[src/rtl/grant_pkg.sv]
`default_nettype none
// ============================================================================
// Module   : grant_pkg
// Brief    : Shared state encoding and one-hot helper for the grant issuer.
// Revision : 1.0
// ============================================================================
package grant_pkg;

  typedef enum logic [1:0] {
    IDLE  = 2'd0,
    GRANT = 2'd1,
    GAP   = 2'd2
  } grant_state_t;

  localparam int unsigned c_MAX_N = 64;

  // Indices outside 0..n-1 produce an all-zero vector rather than a stray bit.
  function automatic logic [c_MAX_N-1:0] onehot(input int unsigned idx,
                                                input int unsigned n);
    logic [c_MAX_N-1:0] v;
    v = '0;
    if (idx < n) v = c_MAX_N'(1) << idx;
    return v;
  endfunction

endpackage
`default_nettype wire

[src/rtl/hold_timer.sv]
`default_nettype none
// ============================================================================
// Module   : hold_timer
// Brief    : Saturating grant-hold counter; flags the last permitted cycle.
// Revision : 1.0
// ============================================================================
module hold_timer #(
  parameter int MAX_HOLD = 16,
  parameter int CNT_W    = 5
) (
  input  logic clk,
  input  logic rst,
  input  logic clear,
  input  logic en,
  output logic expired
);

  localparam logic [CNT_W-1:0] c_LAST = (MAX_HOLD > 0) ? CNT_W'(MAX_HOLD - 1) : '0;
  localparam logic [CNT_W-1:0] c_SAT  = (MAX_HOLD > 0) ? CNT_W'(MAX_HOLD)     : '0;

  logic [CNT_W-1:0] r_cnt;

  // With the timeout disabled the counter is pinned at zero.
  always_ff @(posedge clk) begin
    if (rst || clear || (MAX_HOLD == 0)) begin
      r_cnt <= '0;
    end else if (en && (r_cnt != c_SAT)) begin
      r_cnt <= r_cnt + 1'b1;
    end
  end

  assign expired = (MAX_HOLD != 0) && en && (r_cnt == c_LAST);

endmodule
`default_nettype wire

[src/rtl/grant_dec.sv]
`default_nettype none
// ============================================================================
// Module   : grant_dec
// Brief    : Turns an accepted binary grant index into a held one-hot grant,
//            released on the grantee's done or on hold timeout.
// Revision : 1.0
// ============================================================================
module grant_dec
  import grant_pkg::*;
#(
  parameter int N        = 4,
  parameter int MAX_HOLD = 16
) (
  input  logic                 clk,
  input  logic                 rst,
  input  logic [$clog2(N)-1:0] idx_in,
  input  logic                 idx_valid,
  output logic                 idx_ready,
  input  logic [N-1:0]         done,
  output logic [N-1:0]         gnt_oh,
  output logic                 busy,
  output logic                 timeout,
  output logic                 err_idx
);

  localparam int IDX_W = $clog2(N);
  localparam int CNT_W = (MAX_HOLD > 0) ? $clog2(MAX_HOLD + 1) : 1;
  localparam logic [IDX_W:0] c_N = (IDX_W + 1)'(N);

  grant_state_t     r_state;
  logic [IDX_W-1:0] r_idx;
  logic [N-1:0]     r_gnt;
  logic             r_busy;
  logic             r_timeout;
  logic             r_err;

  logic             w_legal;
  logic [N-1:0]     w_oh;
  logic             w_done;
  logic             w_expired;

  assign w_legal = ({1'b0, idx_in} < c_N);
  assign w_oh    = N'(onehot(32'(idx_in), N));
  assign w_done  = done[r_idx];

  hold_timer #(
    .MAX_HOLD (MAX_HOLD),
    .CNT_W    (CNT_W)
  ) u_hold_timer (
    .clk     (clk),
    .rst     (rst),
    .clear   (r_state == GAP),
    .en      (r_state == GRANT),
    .expired (w_expired)
  );

  always_ff @(posedge clk) begin
    if (rst) begin
      r_state   <= IDLE;
      r_idx     <= '0;
      r_gnt     <= '0;
      r_busy    <= 1'b0;
      r_timeout <= 1'b0;
      r_err     <= 1'b0;
    end else begin
      r_timeout <= 1'b0;
      r_err     <= 1'b0;
      case (r_state)
        IDLE: begin
          if (idx_valid) begin
            if (w_legal) begin
              r_idx   <= idx_in;
              r_gnt   <= w_oh;
              r_busy  <= 1'b1;
              r_state <= GRANT;
            end else begin
              r_err   <= 1'b1;
            end
          end
        end
        GRANT: begin
          // done takes precedence, so a coincident expiry is not reported.
          if (w_done || w_expired) begin
            r_gnt     <= '0;
            r_timeout <= ~w_done;
            r_state   <= GAP;
          end
        end
        GAP: begin
          r_busy  <= 1'b0;
          r_state <= IDLE;
        end
        default: begin
          r_gnt   <= '0;
          r_busy  <= 1'b0;
          r_state <= IDLE;
        end
      endcase
    end
  end

  assign idx_ready = (r_state == IDLE);
  assign gnt_oh    = r_gnt;
  assign busy      = r_busy;
  assign timeout   = r_timeout;
  assign err_idx   = r_err;

endmodule
`default_nettype wire

[config.mk]
export PLATFORM = sky130hd
export DESIGN_NAME = grant_dec
export DESIGN_NICKNAME = d
export VERILOG_FILES = /design/src/rtl/grant_pkg.sv /design/src/rtl/hold_timer.sv /design/src/rtl/grant_dec.sv
export SDC_FILE = /design/constraint.sdc
export NUM_CORES = 1
export LEC_CHECK = 0
export ABC_AREA = 1
export CORE_MARGIN = 2
export CORE_UTILIZATION = 50
export CTS_CLUSTER_DIAMETER = 50
export CTS_CLUSTER_SIZE = 30
export DETAILED_ROUTE_END_ITERATION = 16
export GPL_TIMING_DRIVEN = 0
export PLACE_DENSITY = 0.9
export RECOVER_POWER = 50
export SLEW_MARGIN = 5
export SYNTH_ARGS = -nofsm -noshare
export SYNTH_HDL_FRONTEND = slang
export SYNTH_SLANG_ARGS = --single-unit
[constraint.sdc]
create_clock -name clk -period 3.35 [get_ports clk]
set_input_delay 0.335 -clock clk [delete_from_list [all_inputs] [get_ports clk]]
set_output_delay 0.335 -clock clk [all_outputs]
set_load 0.005 [all_outputs]
==> results of run 1 <==
==> flip-flops by register name, indices dropped and copies added (netlist names) <==
register            cells
u_hold_timer.r_cnt      5
gnt_oh                  4
r_idx                   2
r_state                 2
timeout                 1
busy                    1
==> report_power, final <==
part	switching, uW	internal [uW]	leakage [uW]
Sequential	7.33	191	0.000123
Clock	59.3	44.3	0.0000177
Combinational	42.7	37.2	0.000248
Total	109	273	0.000388
==> logic make-up after synthesis <==
kind of cell | Yosys count | share of synthesized area
AO/OA/AOI/OAI | 11 | 0.102
XOR/XNOR | 1 | 0.0121
adder cells (fa/ha/maj) | 3 | 0.0517
buffers and inverters | 17 | 0.0983
flip-flops | 15 | 0.414
other | 1 | 0.00517
AND/OR/NAND/NOR | 49 | 0.317
==> per-layer routing <==
| metal | global-route usage | up-vias | wire length [um] |
|---|---|---|---|
| met2 | 0.303 | 13 | 667 |
| met3 | 0.0517 | 0 | 58 |
| met1 | 0.184 | 292 | 597 |
| li1 | - | 337 | - |
| met5 | 0 | - | 0 |
| met4 | 0.0563 | 0 | 0 |
==> cell usage in the layout, fill, tap and decap left out, drive strengths merged, types with 2 or more instances in the layout <==
cell type | Yosys | routed
nand2 | 27 | 27
clkdlybuf4s50 | 0 | 13
nor2 | 11 | 11
buf | 2 | 2
nand3 | 7 | 7
clkbuf | 0 | 3
inv | 15 | 14
a211oi | 3 | 3
a21oi | 8 | 8
ha | 3 | 3
dfxtp | 15 | 15
==> stage by stage <==
| step | util | cells |
|---|---|---|
| global placement | 0.663 | 126 |
| global route | 0.674 | 130 |
| floorplan | - | 97 |
| detailed placement | 0.663 | 126 |
| finish | 0.674 | 130 |
| CTS | 0.684 | 130 |
==> worst max-delay path: stages, from the launching register on <==
cell,delay [ns]
dfxtp_1,0.33
nor2_1,0.22
clkdlybuf4s50_1,0.55
==> path summary, 6_finish.rpt <==
check,endpoint,cells after the start
setup / recovery,idx_ready,2
hold / removal,gnt_oh[0]$_SDFFE_PP0P_,2
setup reg to reg,u_hold_timer.r_cnt[3]$_SDFFE_PP0P_,8
hold reg to reg,busy$_SDFFE_PP0P_,2
==> final cells by class <==
class	count	area share
Clock buffer	3	0.0251
Clock inverter	1	0.00557
Multi-Input combinational cell	65	0.380
Inverter	15	0.0641
Sequential cell	15	0.334
Buffer	2	0.0139
Timing Repair Buffer	14	0.156
Tap cell	15	0.0209
==> reports/qor.csv, run 1 <==
metric;value;unit
holdWs;0.336;ns
critPathKind;reg -> out;
dpl.hpwl;1050;um
cap_viol_max_count;0;
fp.dieW;42.1;um
setup_ws;1.65;ns
yosys.cell_types.count;23;
total_power;382;uW
grt_pass1_vias;626;
ys_warn_count;0;
rows;13;
final_area;898;um2
leakage;0.000388;uW
numClockSinks;15;
skew;0.00525;ns
worstPathArrival;1.37;ns
crit_start;r_state[1]$_SDFFE_PP0P_;
syn_area;726;um2
ys_seq_elements;15;
yosys_most_used_dff;dfxtp_1;
ant_nets;0;
finalCritPeriodShare;0.508;
grtUsageTotal;0.167;
ff2ff_setup_slack;1.88;ns
async_flop_share;0;
ys_top_cells_by_area;dfxtp_1 (41%), nand2_1 (12%), inv_1 (5.7%);
nFillCells;122;
post_drt_via_cell_ratio;4.94;
ys_seq_area_frac;0.414;
place_congestion;0.812;
finalHoldViolations;0;
syn-instance-count;97;
placed_cell_area;885;um2
yosysMostFrequentCell;nand2_1;
grt_max_degree;11;
fmax;0.588;GHz
vdd_drop_max;0.206;mV
yosys-top-cells-count;nand2_1 (24), dfxtp_1 (15), inv_1 (11);
port_buffers;14;
slew_violations;0;
clk_pin_slew_worst_paths;0.09;ns
critPathLaunchType;register;
clock_path_buffers;2;
finalCriticalPeriod;1.70;ns
die_y;42.1;um
diodes;0;
postCtsResizedCells;0;
rsz0062_at_grt;false;
cts_buffers;3;
synth-edff-count;0;
cts-htree-levels;1;
cts_tree;done;
drtIter0Drc;7;
wl_per_cell;10.2;um
fin_nets;128;
yosys.area.top_type;dfxtp_1;
syn2layout_area_growth;23.8;%
ctsHoldBuffers;0;
cp_max_fo;4;
yosysTopAreaCellShare;0.414;
seqCellArea;300;um2
initial_core_util;0.544;
status;finished, final reports clean;
pwr_density_cell;425;nW/um2
worstHoldPathType;in -> reg;
drt_pass1_iterations;4;
core_area;1330;um2
pre_cts_ws;1.87;ns
cts_setup_buffers;0;
drive_above_1_share;0.148;
setup_viol;0;
drc_errors;0;
avgSynthCellArea;7.48;um2
multiInputGateArea;342;um2
synth_nets;109;
grt_pass1_wl;2320;um
drt_wl_total;1320;um
grt_overflow;0;
hp-start;rst;
cp.required;3.01;ns
antenna_found_initial;0;
pin_count;17;
fp.dieArea;1770;um2
r2r_start;u_hold_timer.r_cnt[0]$_SDFFE_PP0P_;
final.setup.tns;0;ns
endpoint_kind;primary output;
vias;642;
clockRootBuffer;clkbuf_4;
clk_latency;0.28;ns
(Power assumes the default switching activity.)
==> run 2: changes to the inputs <==
- CORE_UTILIZATION: 50 -> 47
- PLACE_DENSITY: 0.9 -> 0.86
- clock period: 3.35 -> 1.7 ns (I/O delays scaled with it)
==> reports/qor.csv, run 2 (synthesis gave the netlist of run 1 again) <==
metric;value;unit
fp.dieArea;1870;um2
initial_core_util;0.493;
worstPathArrival;1.33;ns
post_drt_via_cell_ratio;4.86;
crit_path_end;idx_ready;
drt_wl_total;1380;um
top_register;u_hold_timer.r_cnt;
rr_worst_depth;8;
largest_register_ffs;5;
p_comb_frac;0.210;
leakage;0.000390;uW
path_cells;nor2_2 -> clkdlybuf4s50_1;
pin_count;17;
crit_start;r_state[1]$_SDFFE_PP0P_;
placed_cell_area;886;um2
cp_slowest_cell;clkdlybuf4s50_1;
endpoint_kind;primary output;
grt_overflow;0;
finalCriticalPeriod;1.50;ns
diodes;0;
drive_above_1_share;0.148;
nFillCells;145;
switchingPower;213;uW
syn2layout_area_growth;24.1;%
port_buffers;14;
wl_per_cell;10.5;um
vias;637;
drt_pass1_iterations;4;
critPathLaunchType;register;
final.setup.tns;0;ns
pwr_density_cell;836;nW/um2
clk_latency;0.28;ns
numClockSinks;15;
worstHoldPathType;in -> reg;
die_y;43.3;um
grt_pass1_wl;2390;um
finalHoldViolations;0;
slew_violations;0;
r2r-end;u_hold_timer.r_cnt[3]$_SDFFE_PP0P_;
ff2ff_setup_slack;0.23;ns
clock_path_buffers;2;
rsz0062_at_grt;false;
final_area;901;um2
seqPwrFrac;0.520;
drtIter0Drc;10;
vdd_drop_max;0.453;mV
setup_viol;0;
antenna_found_initial;0;
fin_nets;128;
rows;14;
place_congestion;0.821;
postCtsResizedCells;0;
ctsHoldBuffers;0;
core_area;1470;um2
internal-power;540;uW
grt_pass1_vias;630;
cts_buffers;3;
cap_viol_max_count;0;
status;finished, final reports clean;
netSwitchingFraction;0.283;
critPathKind;reg -> out;
critPathMaxStageDelay;0.54;ns
cts_tree;done;
clockRootBuffer;clkbuf_4;
cp.required;1.53;ns
r2r_start;u_hold_timer.r_cnt[0]$_SDFFE_PP0P_;
fmax;0.666;GHz
cts_setup_buffers;0;
cts-htree-levels;1;
drc_errors;0;
skew;0.00375;ns
final_common_cell;nand2_1;
pre_cts_ws;0.297;ns
fp.dieW;43.3;um
final_core_utilization;0.612;
clk_pin_slew_worst_paths;0.08;ns
grtUsageTotal;0.171;
dpl.hpwl;1090;um
finalCritPeriodShare;0.884;
cp_max_fo;4;
setup_ws;0.198;ns
ant_nets;0;
clkPwrFrac;0.270;
most-common-layout-cells;nand2_1 (26), dfxtp_1 (15), inv_1 (11), clkdlybuf4s50_1 (11), nor2_1 (9);
grt_max_degree;11;
## run 2: how the worst min path moves through the flow
| stage | from | end | slack, ns | depth (start not counted) |
|---|---|---|---|---|
| after floorplan | idx_in[0] | gnt_oh[1]$_SDFFE_PP0P_ | 0.33 | 2 |
| after global placement | busy$_SDFFE_PP0P_ | busy$_SDFFE_PP0P_ | 0.46 | 2 |
| after detailed placement | gnt_oh[2]$_SDFFE_PP0P_ | gnt_oh[2]$_SDFFE_PP0P_ | 0.46 | 2 |
| after CTS | rst | gnt_oh[0]$_SDFFE_PP0P_ | 0.19 | 2 |
| after global routing | rst | gnt_oh[1]$_SDFFE_PP0P_ | 0.18 | 2 |
| final | rst | gnt_oh[0]$_SDFFE_PP0P_ | 0.19 | 2 |
## run 2: area by class of cell
type,count,area [um2],area share
plain buffers,2,12.5,0.0139
multi-input cells,65,344,0.382
repair buffers,14,140,0.156
clock buffers,4,26.3,0.0292
well taps,16,20.0,0.0222
inverters,15,57.6,0.0639
flip-flops and latches,15,300,0.333
## run 2: critical path: cells and delay by family, from the launching register on
| family | cells | cell delay, ns |
|---|---|---|
| AND/OR/NAND/NOR | 1 | 0.18 |
| buffers and inverters | 1 | 0.54 |
| flip-flops | 1 | 0.34 |
## run 2: power groups by stage
stage	Clock [uW]	Sequential, uW	Combinational [uW]
floorplan	0	398	103
global placement	0	398	161
detailed placement	0	400	167
CTS	209	392	168
global route	225	394	178
finish	203	391	158
## run 2: metrics by stage
| step | hold slack [ns] | std cells | total power (uW) |
|---|---|---|---|
| after global placement | 0.459 | 127 | 559 |
| after floorplan | 0.329 | 97 | 501 |
| final | 0.186 | 131 | 753 |
| after global routing | 0.183 | 131 | 797 |
| after CTS | 0.188 | 131 | 769 |
| after detailed placement | 0.465 | 127 | 566 |
## run 2: layer usage
metal  track usage  routed length (um)
met1         0.185                 613
met5             0                   0
met3        0.0638                  77
met2         0.301                 690
met4        0.0545                   0
==> run 3: changes to the inputs <==
- MAX_ROUTING_LAYER: default -> met4
- PLACE_DENSITY: 0.86 -> 0.8
==> reports/qor.csv, run 3 (synthesis gave the netlist of run 1 again) <==
metric;value;unit
status;finished, final reports clean;
largest_register_ffs;5;
finalCritPeriodShare;0.873;
rsz0062_at_grt;false;
place_congestion;0.856;
antenna_found_initial;0;
numClockSinks;15;
clockRootBuffer;clkbuf_4;
rows;14;
cp_max_fo;4;
vdd_drop_max;0.563;mV
ctsHoldBuffers;0;
syn2layout_area_growth;24.1;%
vias;631;
leakage;0.000395;uW
grtUsageTotal;0.164;
clk_latency;0.28;ns
endpoint_kind;primary output;
final_common_cell;nand2_1;
wl_per_cell;9.86;um
drtIter0Drc;14;
post_drt_via_cell_ratio;4.82;
finalNonFillerCells;131;
initial_core_util;0.493;
diodes;0;
seqCellArea;300;um2
core_area;1470;um2
port_buffers;14;
top_register;u_hold_timer.r_cnt;
drt_pass1_iterations;4;
drive_above_1_share;0.148;
cap_viol_max_count;0;
slew_violations;0;
ant_nets;0;
fmax;0.674;GHz
multiInputGateArea;344;um2
drt_wl_total;1290;um
skew;0.000571;ns
cp.required;1.53;ns
postCtsResizedCells;0;
cts_setup_buffers;0;
cts_buffers;3;
final.setup.tns;0;ns
critPathKind;reg -> out;
clock_path_buffers;2;
dpl.hpwl;1020;um
worstPathArrival;1.31;ns
grt_max_degree;11;
die_y;43.3;um
finalHoldViolations;0;
dp_cells;127;
finalCriticalPeriod;1.48;ns
grt_overflow;0;
critPathMaxStageDelay;0.53;ns
most-common-layout-cells;nand2_1 (26), dfxtp_1 (15), inv_1 (11);
setup_viol;0;
cp_slowest_cell;clkdlybuf4s50_1;
critPathLaunchType;register;
fp.dieArea;1870;um2
fin_nets;128;
pin_count;17;
fp.dieW;43.3;um
path_cells;nor2_2 -> clkdlybuf4s50_1;
drc_errors;0;
clk_pin_slew_worst_paths;0.09;ns
grt_pass1_wl;2300;um
cts_tree;done;
nFillCells;154;
cts-htree-levels;1;
worstHoldPathType;in -> reg;
pwr_density_cell;838;nW/um2
grt_pass1_vias;614;
run 3: cell types whose count changed in the layout (fill, tap and decap cells not counted):
cell and delta:
clkdlybuf4s50_1 -1, dlygate4sd3_1 +1
run 3: layout make-up:
type | instances | area share
clock buffer | 4 | 0.0292
sequential | 15 | 0.333
inverter | 15 | 0.0639
multi-input combinational | 65 | 0.382
buffer | 2 | 0.0139
timing repair buffer | 14 | 0.156
tap | 16 | 0.0222
run 3: metrics by stage:
stage | setup WS [ns] | hold WS (ns) | total power [uW] | area [um2] | utilization
finish | 0.216 | 0.180 | 755 | 901 | 0.612
global route | 0.0832 | 0.188 | 792 | 901 | 0.612
CTS | 0.188 | 0.173 | 771 | 912 | 0.620
detailed placement | 0.293 | 0.463 | 563 | 886 | 0.602
global placement | 0.310 | 0.458 | 560 | 886 | 0.602
floorplan | 0.422 | 0.329 | 501 | 726 | -
run 3: critical path, delay by kind of cell (launching register included):
kind,cells,cell delay (ns)
simple gates,1,0.17
flops,1,0.33
buf+inv,1,0.53
run 3: worst paths after layout:
| kind | startpoint | to | slack, ns | depth (start not counted) |
|---|---|---|---|---|
| max | r_state[1]$_SDFFE_PP0P_ | idx_ready | 0.22 | 2 |
| min | rst | gnt_oh[0]$_SDFFE_PP0P_ | 0.18 | 2 |
| max reg2reg | u_hold_timer.r_cnt[0]$_SDFFE_PP0P_ | gnt_oh[3]$_SDFFE_PP0P_ | 0.28 | 9 |
| min reg2reg | gnt_oh[2]$_SDFFE_PP0P_ | gnt_oh[2]$_SDFFE_PP0P_ | 0.47 | 2 |
run 3: metal layers:
metal,vias up,share of wire,track usage
li1,334,-,-
met1,275,0.45,0.195
met2,20,0.48,0.269
met3,2,0.053,0.0255
met4,0,0.015,0.0727
met5,-,0,-
run 3: power breakdown:
part           leakage [uW]  switching (uW)  total [uW]  internal (uW)
logic              0.000257            82.0         154           72.0
clock network     0.0000150             119         210           91.2
registers          0.000123            14.1         391            376
total              0.000395             215         755            539
